File: config.mk
export PLATFORM = sky130hd
export DESIGN_NAME = ch_scan_scheduler
export DESIGN_NICKNAME = d
export VERILOG_FILES = /design/src/rtl/ch_scan_scheduler.sv
export SDC_FILE = /design/constraint.sdc
export NUM_CORES = 1
export LEC_CHECK = 0
export CORE_MARGIN = 10
export CORE_UTILIZATION = 30
export CTS_BUF_LIST = sky130_fd_sc_hd__clkbuf_4 sky130_fd_sc_hd__clkbuf_8
export DETAILED_ROUTE_END_ITERATION = 16
export GPL_ROUTABILITY_DRIVEN = 1
export GPL_TIMING_DRIVEN = 0
export PLACE_DENSITY = 0.48
export SLEW_MARGIN = 20
export SYNTH_ARGS = -nofsm -noshare
export SYNTH_HDL_FRONTEND = slang
export SYNTH_SLANG_ARGS = --single-unit
File: constraint.sdc
create_clock -name clk_i -period 4.35 [get_ports clk_i]
set_input_delay 1.0875 -clock clk_i [delete_from_list [all_inputs] [get_ports clk_i]]
set_output_delay 1.0875 -clock clk_i [all_outputs]
set_load 0.005 [all_outputs]
File: src/rtl/ch_scan_scheduler.sv
// Single-pass channel scan scheduler: snapshots requests and grants them one at a time, LSB first, with a start/done handshake.
// Optional watchdog abort of a stalled channel is enabled by defining SCHED_WATCHDOG_EN.
module ch_scan_scheduler #(
  parameter int N_CH    = 16,
  parameter int TIMEOUT = 255,
  parameter int CNT_W   = 8
) (
  input  logic            clk_i,
  input  logic            rst_i,
  input  logic            en_i,
  input  logic            flush_i,
  input  logic [N_CH-1:0] req_i,
  input  logic            done_i,
  output logic [N_CH-1:0] grant_o,
  output logic            start_o,
  output logic            busy_o,
  output logic            zero_o,
  output logic            cycle_done_o,
  output logic [N_CH-1:0] served_o,
  output logic            timeout_o
);

  typedef enum logic [2:0] {ST_IDLE, ST_SNAP, ST_ISSUE, ST_WAIT, ST_DONE} state_t;

  localparam logic [N_CH-1:0] LP_ONE = N_CH'(1);

  if (2**CNT_W <= TIMEOUT) begin : g_cfgCheck
    $error("CNT_W is too narrow to hold TIMEOUT");
  end

  state_t          r_state;
  logic [N_CH-1:0] r_pend;
  logic [N_CH-1:0] r_acc;
  logic [N_CH-1:0] r_grant;
  logic [N_CH-1:0] r_served;
  logic            r_start;
  logic            r_busy;
  logic            r_zero;
  logic            r_cycleDone;

  logic [N_CH-1:0] w_pendCleared;
  logic [N_CH-1:0] w_reqLowest;
  logic [N_CH-1:0] w_pendLowest;
  logic            w_abort;
  logic            w_release;

  // Two's-complement trick isolates the lowest set bit for LSB-first priority.
  assign w_pendCleared = r_pend & ~r_grant;
  assign w_reqLowest   = req_i & (~req_i + LP_ONE);
  assign w_pendLowest  = w_pendCleared & (~w_pendCleared + LP_ONE);
  assign w_release     = done_i | w_abort;

`ifdef SCHED_WATCHDOG_EN
  logic [CNT_W-1:0] r_wdCnt;
  logic [CNT_W-1:0] w_wdNext;
  logic             r_timeout;

  assign w_wdNext = (r_wdCnt == CNT_W'(TIMEOUT)) ? r_wdCnt : r_wdCnt + CNT_W'(1);
  assign w_abort  = (r_state == ST_WAIT) && !done_i && (w_wdNext == CNT_W'(TIMEOUT));

  // Counts WAIT clocks of the current grant; a completion on the limit clock still wins.
  always_ff @(posedge clk_i or posedge rst_i) begin
    if (rst_i) begin
      r_wdCnt   <= '0;
      r_timeout <= 1'b0;
    end else begin
      r_timeout <= w_abort && !flush_i;
      if (r_state == ST_ISSUE) begin
        r_wdCnt <= '0;
      end else if (r_state == ST_WAIT) begin
        r_wdCnt <= w_wdNext;
      end
    end
  end

  assign timeout_o = r_timeout;
`else
  assign w_abort   = 1'b0;
  assign timeout_o = 1'b0;
`endif

  // Main sequencer; every output is registered alongside the state transition that implies it.
  always_ff @(posedge clk_i or posedge rst_i) begin
    if (rst_i) begin
      r_state     <= ST_IDLE;
      r_pend      <= '0;
      r_acc       <= '0;
      r_grant     <= '0;
      r_served    <= '0;
      r_start     <= 1'b0;
      r_busy      <= 1'b0;
      r_zero      <= 1'b0;
      r_cycleDone <= 1'b0;
    end else begin
      r_start     <= 1'b0;
      r_zero      <= 1'b0;
      r_cycleDone <= 1'b0;
      if (flush_i && r_state != ST_IDLE) begin
        r_state <= ST_IDLE;
        r_pend  <= '0;
        r_grant <= '0;
        r_busy  <= 1'b0;
      end else begin
        case (r_state)
          ST_IDLE: begin
            if (en_i) begin
              r_state <= ST_SNAP;
              r_busy  <= 1'b1;
            end
          end
          ST_SNAP: begin
            r_pend <= req_i;
            r_acc  <= '0;
            if (req_i == '0) begin
              r_state <= ST_IDLE;
              r_zero  <= 1'b1;
              r_busy  <= 1'b0;
            end else begin
              r_state <= ST_ISSUE;
              r_grant <= w_reqLowest;
              r_start <= 1'b1;
            end
          end
          ST_ISSUE: begin
            r_state <= ST_WAIT;
          end
          ST_WAIT: begin
            if (w_release) begin
              r_pend <= w_pendCleared;
              if (done_i) begin
                r_acc <= r_acc | r_grant;
              end
              if (w_pendCleared == '0) begin
                r_state     <= ST_DONE;
                r_grant     <= '0;
                r_cycleDone <= 1'b1;
              end else begin
                r_state <= ST_ISSUE;
                r_grant <= w_pendLowest;
                r_start <= 1'b1;
              end
            end
          end
          ST_DONE: begin
            r_served <= r_acc;
            r_state  <= ST_IDLE;
            r_busy   <= 1'b0;
          end
          default: begin
            r_state <= ST_IDLE;
            r_busy  <= 1'b0;
          end
        endcase
      end
    end
  end

  assign grant_o      = r_grant;
  assign start_o      = r_start;
  assign busy_o       = r_busy;
  assign zero_o       = r_zero;
  assign cycle_done_o = r_cycleDone;
  assign served_o     = r_served;

endmodule
After elaboration in Yosys (flattened, before gate mapping)
Cells that the tools add are included.
{"block": "word_totals", "ff_bits": 71}
{"block": "classes", "addsub": 2, "n_eq_ne": 10, "muxes": 32, "bitwise_logic": 8, "reduce_logical": 14}
{"cell": "16-bit two-way mux", "n": 7}
{"cell": "16-bit one-hot mux with 2 select lines", "n": 3}
{"cell": "16-bit AND", "n": 3}
{"cell": "16-bit NOT", "n": 3}
{"cell": "16-bit by 1-bit adder with 16-bit output (second input constant)", "n": 2}
{"cell": "16-bit zero test", "n": 2}
{"cell": "16-bit bitwise OR", "n": 1}
{"cell": "1-bit two-way mux", "n": 14}
{"cell": "3-bit two-way mux", "n": 4}
{"cell": "3-bit != test (second input constant)", "n": 4}
{"cell": "3-bit one-hot mux with 4 select lines", "n": 1}
{"cell": "3-bit AND reduction", "n": 3}
{"cell": "3-bit by 2-bit == test with 1-bit output (second input constant)", "n": 2}
{"cell": "2-bit AND reduction", "n": 3}
{"cell": "3-bit nonzero test", "n": 2}
{"cell": "3-bit by 1-bit == test with 1-bit output (second input constant)", "n": 1}
{"cell": "3-bit == test (second input constant)", "n": 1}
{"cell": "3-bit zero test", "n": 1}
{"cell": "1-bit one-hot mux with 3 select lines", "n": 1}
{"cell": "2-bit two-way mux", "n": 1}
{"cell": "2-bit by 1-bit != test with 1-bit output (second input constant)", "n": 1}
{"cell": "2-bit != test (second input constant)", "n": 1}
{"cell": "1-bit one-hot mux with 2 select lines", "n": 1}
{"cell": "2-bit nonzero test", "n": 1}
{"cell": "3 further kinds", "n": 3}

Depth between registers and ports, before layout
{"block": "logic_depth", "word_depth": 9, "depth_mapped": 7, "ltp_nobuf": 5}

Least setup slack after synthesis
Ideal clock, no wire load.
{"block": "synth_timing", "path_type": "input port to flip-flop", "startpoint": "in flush_i", "endpoint": "reg r_served[0], in the netlist served_o[0]", "t_arrival_ns": 2.356, "setup_slack_ns": 1.870, "path_stages": 4, "path_cell_list": "buf_2 -> nor4b_2 -> buf_4 -> mux2_2"}
{"block": "synth_between", "elab_chain_len": 3}
{"item": "from (decl)", "line_no": "11", "text": "input logic flush_i,"}
{"item": "1-bit logical AND", "line_no": "98", "text": "if (flush_i && r_state != ST_IDLE) begin"}
{"item": "1-bit NOT (no source line)"}
{"item": "2-bit AND reduction (no source line)"}
{"item": "to (signal assigned)", "line_no": "145", "text": "r_served <= r_acc;"}
{"item": "to (decl)", "line_no": "35", "text": "logic [N_CH-1:0] r_served;"}
No other way between the ends.
A chain may end at the register's enable or synchronous reset.

Final worst setup path
{"block": "layout_timing", "startpoint": "in req_i[12]", "endpoint": "reg r_grant[10], in the netlist grant_o[10]"}
{"block": "layout_between", "elab_chain_len": 3}
{"item": "from (decl)", "line_no": "12", "text": "input logic [N_CH-1:0] req_i,"}
{"item": "16-bit zero test", "line_no": "114", "text": "if (req_i == '0) begin"}
{"item": "3-bit != test (no source line)"}
{"item": "3-bit AND reduction (no source line)"}
{"item": "to (signal assigned)", "line_no": "120", "text": "r_grant <= w_reqLowest;"}
{"item": "to (signal assigned)", "line_no": "139", "text": "r_grant <= w_pendLowest;"}
{"item": "to (decl)", "line_no": "34", "text": "logic [N_CH-1:0] r_grant;"}
No other way between the ends.

==> results.toml <==
[outcome]
outcome = "complete, no violations"

[drt]
drt_iter0_drc = 199
antenna_left = 0
num_vias = 2697
routed_wl_um = 9412
vias_per_cell = 5.079
firstDrtPassIters = 4
wl_per_cell_um = 17.73
remaining_drc_errors = 0

[power]
p_switching_mw = 0.7996
p_clk_share_pct = 25.3
pwr-share-seq_pct = 38.8
comb_power_share_pct = 35.9
p_int_mw = 1.377
p_leak_nw = 1.868
irDropWorstVdd_v = 0.0001575
p_sw_share_pct = 36.74
power.density_nw_per_um2 = 509.3

[synthesis]
synth_area_sq_um = 3314
yosys_warnings = 0
netlist_instances = 319
syn-num-nets = 340
ys_seq_elements = 71
synth_seq_area_share_pct = 53.61
ys_types = 47
syn_area_per_cell_sq_um = 10.39

[global_route]
grt-ovfl-total = 0
grt_max_degree = 50
grt_pass1_wl_um = 15060
grt_pass1_vias = 2741
antenna_found_initial = 0
grtUsageTotal_pct = 11.97

[final_layout]
fillers = 1109
drive_above_1_share_pct = 14.83
syn_to_final_growth_pct = 28.92
antennaDiodeCount = 0
nets = 407

[clock_network]
clkSinkCount = 71
clk_pin_slew_ns = 0.08
cts_tree = "built"
clk_latency_ns = 0.36
cts_setup_buffers = 0
cts_max_level = 3
cts_buffer_depth = 2
post_cts_resize_count = 0
cts-hold-fix-buffers = 0
numCtsBuffers = 9
root_buffer = "clkbuf_8"

[sta]
finalSetupTns_ns = 0
grt_setup_unrepaired = "false"
fin_skew_ns = 0.01351
max_clock_freq_mhz = 335.2
holdWs_ns = 0.4859
slew_headroom_pct = 36.68
setup_viol = 0
tightest_slew_ns = 0.9473
fin_crit_sh_pct = 68.58
slew_violations = 0
hold_violations = 0
period_minus_slack_ns = 2.983

[floorplanning]
dieHeight_um = 125.1
core_area_sq_um = 10840
rows = 38
dieArea_sq_um = 15650
die_w_um = 125.1
initial_core_util_pct = 30.57
io_pins = 58

[worst_setup_path]
endpoint_kind = "flop"
cp-start-kind = "input port"
path_class = "in -> reg"
cp.required_ns = 4.59
cp.arrival_ns = 3.22
critPathMaxFanout = 7

[place]
io_buffers = 55
gp_congestion = 0.8132
place_hpwl_um = 6766

[hold_path]
hold_class = "reg -> reg"

[flow_run]
maxCapViolCount = 0
path summary, 6_finish.rpt:
path,from,endpoint,slack [ns],cells past startpoint
setup / recovery,req_i[12],grant_o[10]$_DFFE_PP0P_,1.37,6
hold / removal,r_pend[5]$_DFFE_PP0P_,r_pend[5]$_DFFE_PP0P_,0.49,2
setup reg to reg,r_state[1]$_DFFE_PP0P_,served_o[3]$_DFFE_PP0P_,2.12,4
hold reg to reg,r_pend[5]$_DFFE_PP0P_,r_pend[5]$_DFFE_PP0P_,0.49,2
max in group asynchronous,rst_i,grant_o[10]$_DFFE_PP0P_,2.74,3
min in group asynchronous,rst_i,grant_o[5]$_DFFE_PP0P_,1.04,2
cells in the mapped netlist, drive strengths merged:
| cell | number | area (sq um) |
|---|---|---|
| dfrtp | 71 | 1777 |
| o21ai | 40 | 219.0 |
| nor2 | 34 | 132.6 |
| nand2 | 25 | 93.84 |
| a21oi | 21 | 105.1 |
| mux2 | 16 | 180.2 |
| a22o | 11 | 96.34 |
| buf | 10 | 76.32 |
| nor2b | 10 | 62.56 |
| inv | 9 | 33.78 |
| nand2b | 9 | 56.30 |
| a22oi | 8 | 60.06 |
| nor4 | 6 | 65.06 |
| nand3 | 5 | 25.02 |
| nor3 | 5 | 25.02 |
| nor3b | 5 | 37.54 |
| clkbuf | 4 | 15.01 |
| o31ai | 4 | 30.03 |
| a32oi | 3 | 26.28 |
| nand3b | 3 | 22.52 |
| nor4b | 3 | 32.53 |
| nand4 | 2 | 18.77 |
| or2 | 2 | 12.52 |
| a21o | 1 | 7.510 |
| a31oi | 1 | 6.260 |
| a32o | 1 | 10.01 |
| a41o | 1 | 10.01 |
| and3 | 1 | 6.260 |
| and3b | 1 | 8.760 |
| conb | 1 | 3.750 |
| mux2i | 1 | 10.01 |
| o22ai | 1 | 6.260 |
| or3 | 1 | 6.260 |
| or3b | 1 | 11.26 |
| or4 | 1 | 11.26 |
| or4b | 1 | 13.76 |
area by class of cell:
class,instances,area (sq um),area share [%]
Multi-Input combinational cell,225,1413,33.06
Inverter,9,36.28,0.8492
Sequential cell,71,1777,41.58
Timing Repair Buffer,56,578.1,13.53
Buffer,14,91.34,2.138
Tap cell,140,175.2,4.100
Clock buffer,13,160.2,3.748
Clock inverter,3,42.54,0.9956
state kept, by name, indices dropped and copies added, names as in the netlist:
register      count
zero_o            1
r_state           3
cycle_done_o      1
served_o         16
start_o           1
grant_o          16
r_pend           16
r_acc            16
busy_o            1
power groups by stage:
stage	sequential (mW)	clock, mW	combinational (mW)
6_report	0.844	0.551	0.782
5_1_grt	0.859	0.595	0.867
4_1_cts	0.844	0.565	0.784
3_5_place_dp	0.855	0	0.780
3_3_place_gp	0.853	0	0.773
2_1_floorplan	0.839	0	0.530
critical path, cell delays in order:
cell and delay, ns:
clkdlybuf4s50_1 0.48, nor4_1 0.60, nand4_2 0.32, o21ai_2 0.41
or2_0 0.22, o21ai_1 0.08
per-layer routing:
| layer | share of wire (%) | vias to the layer above | GRT usage (%) |
|---|---|---|---|
| met2 | 46 | 60 | 18.05 |
| met4 | 2.4 | 0 | 6.436 |
| met5 | 0 | - | 0 |
| met1 | 47 | 1341 | 15.55 |
| li1 | - | 1282 | - |
| met3 | 5.1 | 14 | 2.746 |
cells by family after synthesis:
| logic type | count (synthesis) | synth area share, % |
|---|---|---|
| AND/OR/NAND/NOR | 115 | 19.37 |
| other | 1 | 0.1131 |
| flip-flops | 71 | 53.61 |
| AO/OA/AOI/OAI | 92 | 17.40 |
| buffers and inverters | 23 | 3.775 |
| multiplexers | 17 | 5.738 |
cells in the final DEF, fill, tap and decap left out, drive strengths merged, types with 6 or more instances in the layout:
master,count
clkdlybuf4s50,55
nor4,6
nand2,25
a22oi,8
dfrtp,71
nand2b,9
o21ai,40
nor2b,10
mux2,16
buf,11
inv,9
a22o,11
clkbuf,17
nor2,34
a21oi,21
through the flow:
step,area [sq um],util [%],cells,total power [mW],worst slack (ns)
floorplan,3314,-,319,1.370,1.466
global placement,4040,37.27,514,1.627,0.1154
detailed placement,4070,37.55,515,1.635,1.009
CTS,4273,39.42,531,2.193,1.374
global route,4273,39.42,531,2.320,1.231
finish,4273,39.42,531,2.176,1.367
Power figures use the tool's default switching activity.
